**config.mk**
```make
export PLATFORM = sky130hd
export DESIGN_NAME = acumulador_nzp
export DESIGN_NICKNAME = d
export VERILOG_FILES = /design/src/rtl/acumulador_nzp_pkg.sv /design/src/rtl/acumulador_nzp_soma_ov.sv /design/src/rtl/acumulador_nzp.sv
export SDC_FILE = /design/constraint.sdc
export NUM_CORES = 1
export LEC_CHECK = 0
export ABC_AREA = 1
export CAP_MARGIN = 20
export CORE_UTILIZATION = 35
export DETAILED_ROUTE_END_ITERATION = 10
export SYNTH_ARGS = -nofsm -noshare
export SYNTH_HDL_FRONTEND = slang
export SYNTH_HIERARCHICAL = 1
export SYNTH_SLANG_ARGS = --single-unit
```
**constraint.sdc**
```tcl
create_clock -name clk -period 1.8 [get_ports clk]
set_clock_uncertainty 0.1 [all_clocks]
set_input_delay 0.27 -clock clk [delete_from_list [all_inputs] [get_ports clk]]
set_output_delay 0.27 -clock clk [all_outputs]
set_load 0.01 [all_outputs]
```
**src/rtl/acumulador_nzp_pkg.sv**
```systemverilog
// Shared constants and FSM state type for the batch accumulator.
`timescale 1ns/1ps
package acumulador_nzp_pkg;
  localparam int NBITS_DEF = 8;
  localparam int NOPS_DEF  = 4;

  typedef enum logic [0:0] {
    ACC  = 1'b0,
    DONE = 1'b1
  } state_t;
endpackage

```
**src/rtl/acumulador_nzp_soma_ov.sv**
```systemverilog
// Combinational wrap-around adder with signed-overflow detection.
`timescale 1ns/1ps
module soma_ov #(
  parameter int NBITS = 8
) (
  input  logic [NBITS-1:0] a,
  input  logic [NBITS-1:0] b,
  output logic [NBITS-1:0] sum,
  output logic             ovf
);
  assign sum = a + b;
  // Overflow only when both operands share a sign the result does not.
  assign ovf = (a[NBITS-1] == b[NBITS-1]) && (sum[NBITS-1] != a[NBITS-1]);
endmodule

```
**src/rtl/acumulador_nzp.sv**
```systemverilog
// Batch accumulator: sums NOPS signed operands, then holds the sum with
// N/Z/P/V flags until the consumer takes it.
`timescale 1ns/1ps
module acumulador_nzp
  import acumulador_nzp_pkg::*;
#(
  parameter int NBITS = NBITS_DEF,
  parameter int NOPS  = NOPS_DEF
) (
  input  logic                    clk,
  input  logic                    reset,
  input  logic                    in_valid,
  output logic                    in_ready,
  input  logic signed [NBITS-1:0] in_data,
  output logic                    out_valid,
  input  logic                    out_ready,
  output logic signed [NBITS-1:0] S,
  output logic                    N,
  output logic                    Z,
  output logic                    P,
  output logic                    V
);
  localparam int CW = $clog2(NOPS + 1);
  localparam logic [CW-1:0] LAST_CNT = CW'(NOPS - 1);

  state_t           state_r;
  state_t           next_state_s;
  logic [NBITS-1:0] acc_r;
  logic [CW-1:0]    cnt_r;
  logic             v_r;
  logic [NBITS-1:0] sum_s;
  logic             ovf_s;
  logic             accept_s;
  logic             clear_s;

  soma_ov #(.NBITS(NBITS)) u_soma (
    .a   (acc_r),
    .b   (in_data),
    .sum (sum_s),
    .ovf (ovf_s)
  );

  // Next-state and handshake decode from the current state.
  always_comb begin
    next_state_s = state_r;
    in_ready     = 1'b0;
    out_valid    = 1'b0;
    accept_s     = 1'b0;
    clear_s      = 1'b0;
    case (state_r)
      ACC: begin
        in_ready = 1'b1;
        if (in_valid) begin
          accept_s = 1'b1;
          if (cnt_r == LAST_CNT) begin
            next_state_s = DONE;
          end else begin
            next_state_s = ACC;
          end
        end else begin
          next_state_s = ACC;
        end
      end
      DONE: begin
        out_valid = 1'b1;
        if (out_ready) begin
          clear_s      = 1'b1;
          next_state_s = ACC;
        end else begin
          next_state_s = DONE;
        end
      end
      default: begin
        next_state_s = ACC;
      end
    endcase
  end

  // State, accumulator, operand count and sticky overflow registers.
  always_ff @(posedge clk) begin
    if (reset) begin
      state_r <= ACC;
      acc_r   <= {NBITS{1'b0}};
      cnt_r   <= {CW{1'b0}};
      v_r     <= 1'b0;
    end else begin
      state_r <= next_state_s;
      if (accept_s) begin
        acc_r <= sum_s;
        cnt_r <= cnt_r + CW'(1);
        v_r   <= v_r | ovf_s;
      end else if (clear_s) begin
        acc_r <= {NBITS{1'b0}};
        cnt_r <= {CW{1'b0}};
        v_r   <= 1'b0;
      end else begin
        acc_r <= acc_r;
        cnt_r <= cnt_r;
        v_r   <= v_r;
      end
    end
  end

  assign S = acc_r;
  assign N = acc_r[NBITS-1];
  assign Z = (acc_r == {NBITS{1'b0}});
  assign P = ~acc_r[0];
  assign V = v_r;
endmodule

```
## Yosys cells after proc, flatten, opt, wreduce, memory -nomap -nowiden

Cells that the tools add are included.
W data, S select, Z words.

- Register bits: 13
- Bits in latches: 0
- Memory bits (writable): 0
- Memory bits (read-only): 0
- Input port bits: 12
- Logic and storage cells: 31
- Memories kept: 0

- Add/subtract/negate cells: 2
- Multiply operators: 0
- Divide/modulo/power cells: 0
- Magnitude comparators: 0
- Eq/ne operators: 3
- Shift-type cells: 0
- Muxes and demuxes: 16
- Bitwise operators: 3
- Reductions and logical operators: 3

Operators by type and width:

| operator | count |
|---|---|
| $mux W8 | 2 |
| $mux W1 | 11 |
| $add A8 B8 Y8 | 1 |
| $logic_not A8 Y1 | 1 |
| $mux W3 | 2 |
| $add A3 B1 Y3 const B | 1 |
| $eq A3 B2 Y1 const B | 1 |
| $not A1 Y1 | 2 |
| $pmux W1 S2 | 1 |
| $reduce_bool A2 Y1 | 1 |
| $eq A1 B1 Y1 | 1 |
| $logic_and A1 B1 Y1 | 1 |
| $ne A1 B1 Y1 | 1 |
| $or A1 B1 Y1 | 1 |

## Logic depth before layout (Yosys ltp)

- Depth after elaboration: 5
- Mapped depth: 10

## By module

Netlist, hierarchy kept.

By module, submodules not included:

| module | times used | cells each | area each (µm²) | seq. area each (µm²) |
|---|---|---|---|---|
| acumulador_nzp | 1 | 76 | 566.8 | 260.2 |
| soma_ov | 1 | 60 | 355.3 | 0.0 |

## Worst setup path after synthesis

Ideal clock, no wire load.

- Path kind: register to register
- Start: register acc_r[0] (netlist: S[0])
- End: register acc_r[6] (netlist: S[6])
- Data arrival time: 1.426 ns
- Required time: 1.566 ns
- Setup slack: 0.140 ns
- Cell stages (with the launch flop): 11
- Buffers on the path: 0
- Clock period less this slack: 1.660 ns
- Path through: dfxtp_1 ha_1 fa_1 nand2_1 nand2_1 nand3b_1 nand2_1 nand2_1 nand2_1 nand2_1 a21oi_1

- Cells in the longest elaborated chain, start to end: 2

Ends and longest elaborated chain:

| item | line | RTL |
|---|---|---|
| start, declared | acumulador_nzp.sv:28 | `logic [NBITS-1:0] acc_r;` |
| start signal, assigned | acumulador_nzp.sv:83 | `acc_r <= {NBITS{1'b0}};` |
| start signal, assigned | acumulador_nzp.sv:89 | `acc_r <= sum_s;` |
| start signal, assigned | acumulador_nzp.sv:93 | `acc_r <= {NBITS{1'b0}};` |
| $add A8 B8 Y8 | acumulador_nzp_soma_ov.sv:11 | `assign sum = a + b;` |
| net sum_s[6] | acumulador_nzp.sv:31 | `logic [NBITS-1:0] sum_s;` |
| $mux W8 | acumulador_nzp.sv:88 | `if (accept_s) begin` |

The timed path passes the listed nets, and every way through them passes these cells.
A chain may end at the register's enable or synchronous reset.

## Worst setup path after layout

- Start: register acc_r[0] (netlist: S[0])
- End: output port P

- Cells in the longest elaborated chain, start to end: 1

Ends and longest elaborated chain:

| item | line | RTL |
|---|---|---|
| $not A1 Y1 | acumulador_nzp.sv:107 | `assign P = ~acc_r[0];` |
| end, declared | acumulador_nzp.sv:20 | `output logic P,` |

Every way passes these cells.

==> flow_metrics.tcl <==
set metrics [dict create \
    hold_viol 0 \
    critical_path_buf_inv_count 3 \
    clk_latency_ns 0.28 \
    ant_nets 0 \
    grt_pass1_wl_mm 3.47 \
    whs_path_depth 2 \
    cpPeakStageDelay_ns 0.52 \
    crit_family "buffers and inverters" \
    yosysWarnings 6 \
    io_pins 26 \
    leakagePower_nw 0.602 \
    antenna_found_initial 0 \
    final_util_pct 51.2 \
    slew_viol_final 0 \
    r2r-end "V" \
    tritoncts "yes" \
    cts_root_buf "clkbuf_4" \
    rsz0062_at_grt "false" \
    grt_pass1_vias 789 \
    r2r-start "S[5]" \
    cp-start-kind "register" \
    routed_wl_mm 2.32 \
    synthTopCellsByArea "dfxtp_1 28%, nand2_1 16%, ha_1 12%" \
    grt_max_degree 13 \
    end_kind "primary output" \
    setup_viol 0 \
    num-fill-cells 256 \
    port_buffers 25 \
    fp.dieW_um 53.3 \
    holdBufCountCts 0 \
    irDropWorstVdd_mv 0.433 \
    r2r_slack_ns 0.18 \
    fp.coreArea_um2 2480 \
    final.setup.tns_ns 0 \
    overflow 0 \
    rows 18 \
    postCtsSetupBuffers 0 \
    reg2reg_depth 8 \
    drc 0 \
    numCtsBuffers 3 \
    htree_num_levels 1 \
    worstHoldEndpoint "V" \
    relSlewSlack_pct 73.3 \
    syn_inst 136 \
    syn2layout_area_growth_pct 37.6 \
    clk_pin_slew_worst_paths_ns 0.08 \
    drt_iter0_drc 17 \
    crit_chain "buf_4, inv_1, clkdlybuf4s50_1" \
    min_period_ns 1.69 \
    powerDensity_nw_per_um2 696 \
    place_congestion 0.756 \
    vias_per_cell 4.75 \
    fmax_mhz 593 \
    wire_per_inst_um 11.7 \
    layout.nets 191 \
    preCtsSetupSlack_ns -0.281 \
    synth_nets 158 \
    cp_slowest_cell "clkdlybuf4s50_1" \
    die_area_um2 2840 \
    diodes 0 \
    cp_data_arrival_time_ns 1.32 \
    drive_above_1_share_pct 13.7 \
    yosys.area.top_type_share_pct 28.2 \
    dieHeight_um 53.3 \
    min_from "V" \
    yosys.area.top_type "dfxtp_1" \
    gr-usage-all-layers_pct 17.2 \
    fin_ws_ns 0.114 \
    power_mw 0.883 \
    yosys_register_bits 13 \
    post-route-period-util_pct 93.7 \
    clock_path_buffers 2 \
    start_util_pct 37.2 \
    critPathMaxFanout 4 \
    clock-sinks 13 \
    design_area_um2 1270 \
    status "finished, final reports clean" \
    hold_class "register to register" \
    worst_pin_slew_ns 0.400 \
    syn_area_um2 922 \
    synth_area_per_cell_um2 6.78 \
    required_ns 1.43 \
    maxCapViolations 0 \
    netlist-cell-type-count 23 \
    crit_type "register to primary output" \
    drt_first_pass_iters 4 \
    synth_seq_area_share_pct 28.2 \
    post_dp_cell_area_um2 1230 \
    vias 940 \
    dp_hpwl_mm 1.78 \
]
[cells by family (layout without fill, tap and decap cells)]
family | count (synthesis) | in the layout | synth area share (%)
XOR/XNOR | 3 | 3 | 2.85
adder cells (fa/ha/maj) | 10 | 10 | 14.4
AO/OA/AOI/OAI | 16 | 16 | 9.50
flip-flops | 13 | 13 | 28.2
AND/OR/NAND/NOR | 73 | 73 | 34.7
buffers and inverters | 21 | 53 | 10.3
[through the flow]
stage	hold WS, ns	cells
after floorplan	0.311	136
after global placement	0.337	194
after detailed placement	0.378	194
after CTS	0.390	198
after global routing	0.415	198
final	0.385	198
[metal layers]
layer,routed length (µm),part of all wire (%),global-route usage [%]
met5,0,0,0
met4,34,1.5,7.89
met3,66,2.9,1.72
met2,1100,47,28.5
met1,1120,48,22.1
[power by group]
group / switching (mW) / internal (mW) / total [mW]
sequential: 0.0295 / 0.313 / 0.343
combinational: 0.174 / 0.184 / 0.358
clock: 0.0966 / 0.0861 / 0.183
[flip-flops by register name, indices dropped and copies added (netlist names)]
| signal | cells |
|---|---|
| state_r | 1 |
| S | 8 |
| cnt_r | 3 |
| V | 1 |
[worst register-to-register path, stage by stage (launching register included)]
cell and delay, ns:
dfxtp_1 0.35, ha_1 0.36, nand2_2 0.11, inv_1 0.06, a21oi_2 0.19, nand3_1 0.09
nand2_1 0.08, nand2_1 0.06, a21oi_1 0.15
[worst max-delay path by stage]
stage | start | end | slack (ns) | cells past startpoint
6_report | S[0] | P | 0.11 | 3
4_1_cts | in_data[0] | S[6] | 0.05 | 10
3_5_place_dp | in_data[0] | S[6] | -0.28 | 10
5_1_grt | in_data[4] | V | 0.01 | 9
2_1_floorplan | S[0] | S[6] | 0.14 | 10
3_3_place_gp | in_data[0] | S[6] | -0.20 | 11
[synth_stat cells]
library cell,count
a21oi_1,13
a21oi_2,2
buf_2,1
buf_4,2
buf_6,1
clkbuf_1,1
dfxtp_1,13
fa_1,1
ha_1,9
inv_1,15
inv_2,1
nand2_1,39
nand2_2,2
nand3_1,14
nand3_2,1
nand3b_1,2
nor2_1,11
nor2_2,2
o21ai_0,1
or2_1,1
or2_2,1
xnor2_1,2
xor2_1,1
[area by class of cell]
class                      instances  area (µm²)  share of cell area [%]
inverter                          16        60.1                    4.73
clock buffer                       4        26.3                    2.07
multi-input combinational        102         576                    45.4
sequential                        13         260                    20.5
tap                               30        37.5                    2.96
timing repair buffer              33         309                    24.4
[placed cells by master, fill, tap and decap left out]
cell type / netlist / routed
dfxtp_1: 13 / 13
ha_1: 9 / 8
inv_1: 15 / 15
clkdlybuf4s50_1: 0 / 24
nand2_2: 2 / 2
dlygate4sd2_1: 0 / 1
clkbuf_1: 1 / 1
fa_2: 0 / 1
nand3_1: 14 / 14
a21oi_2: 2 / 3
ha_2: 0 / 1
buf_4: 2 / 8
nor2_1: 11 / 11
nor2_2: 2 / 2
or2_1: 1 / 1
a21oi_1: 13 / 12
inv_2: 1 / 1
nand3b_1: 2 / 2
o21ai_0: 1 / 1
or2_2: 1 / 1
clkbuf_4: 0 / 3
xor2_1: 1 / 1
xnor2_1: 2 / 2
nand3_2: 1 / 1
nand2_1: 39 / 39
[repair_timing]
item                       CTS  global route
setup endpoints to repair    2             1
pin swaps                    0             2
gates resized for setup      2             2
(Power assumes the default switching activity.)
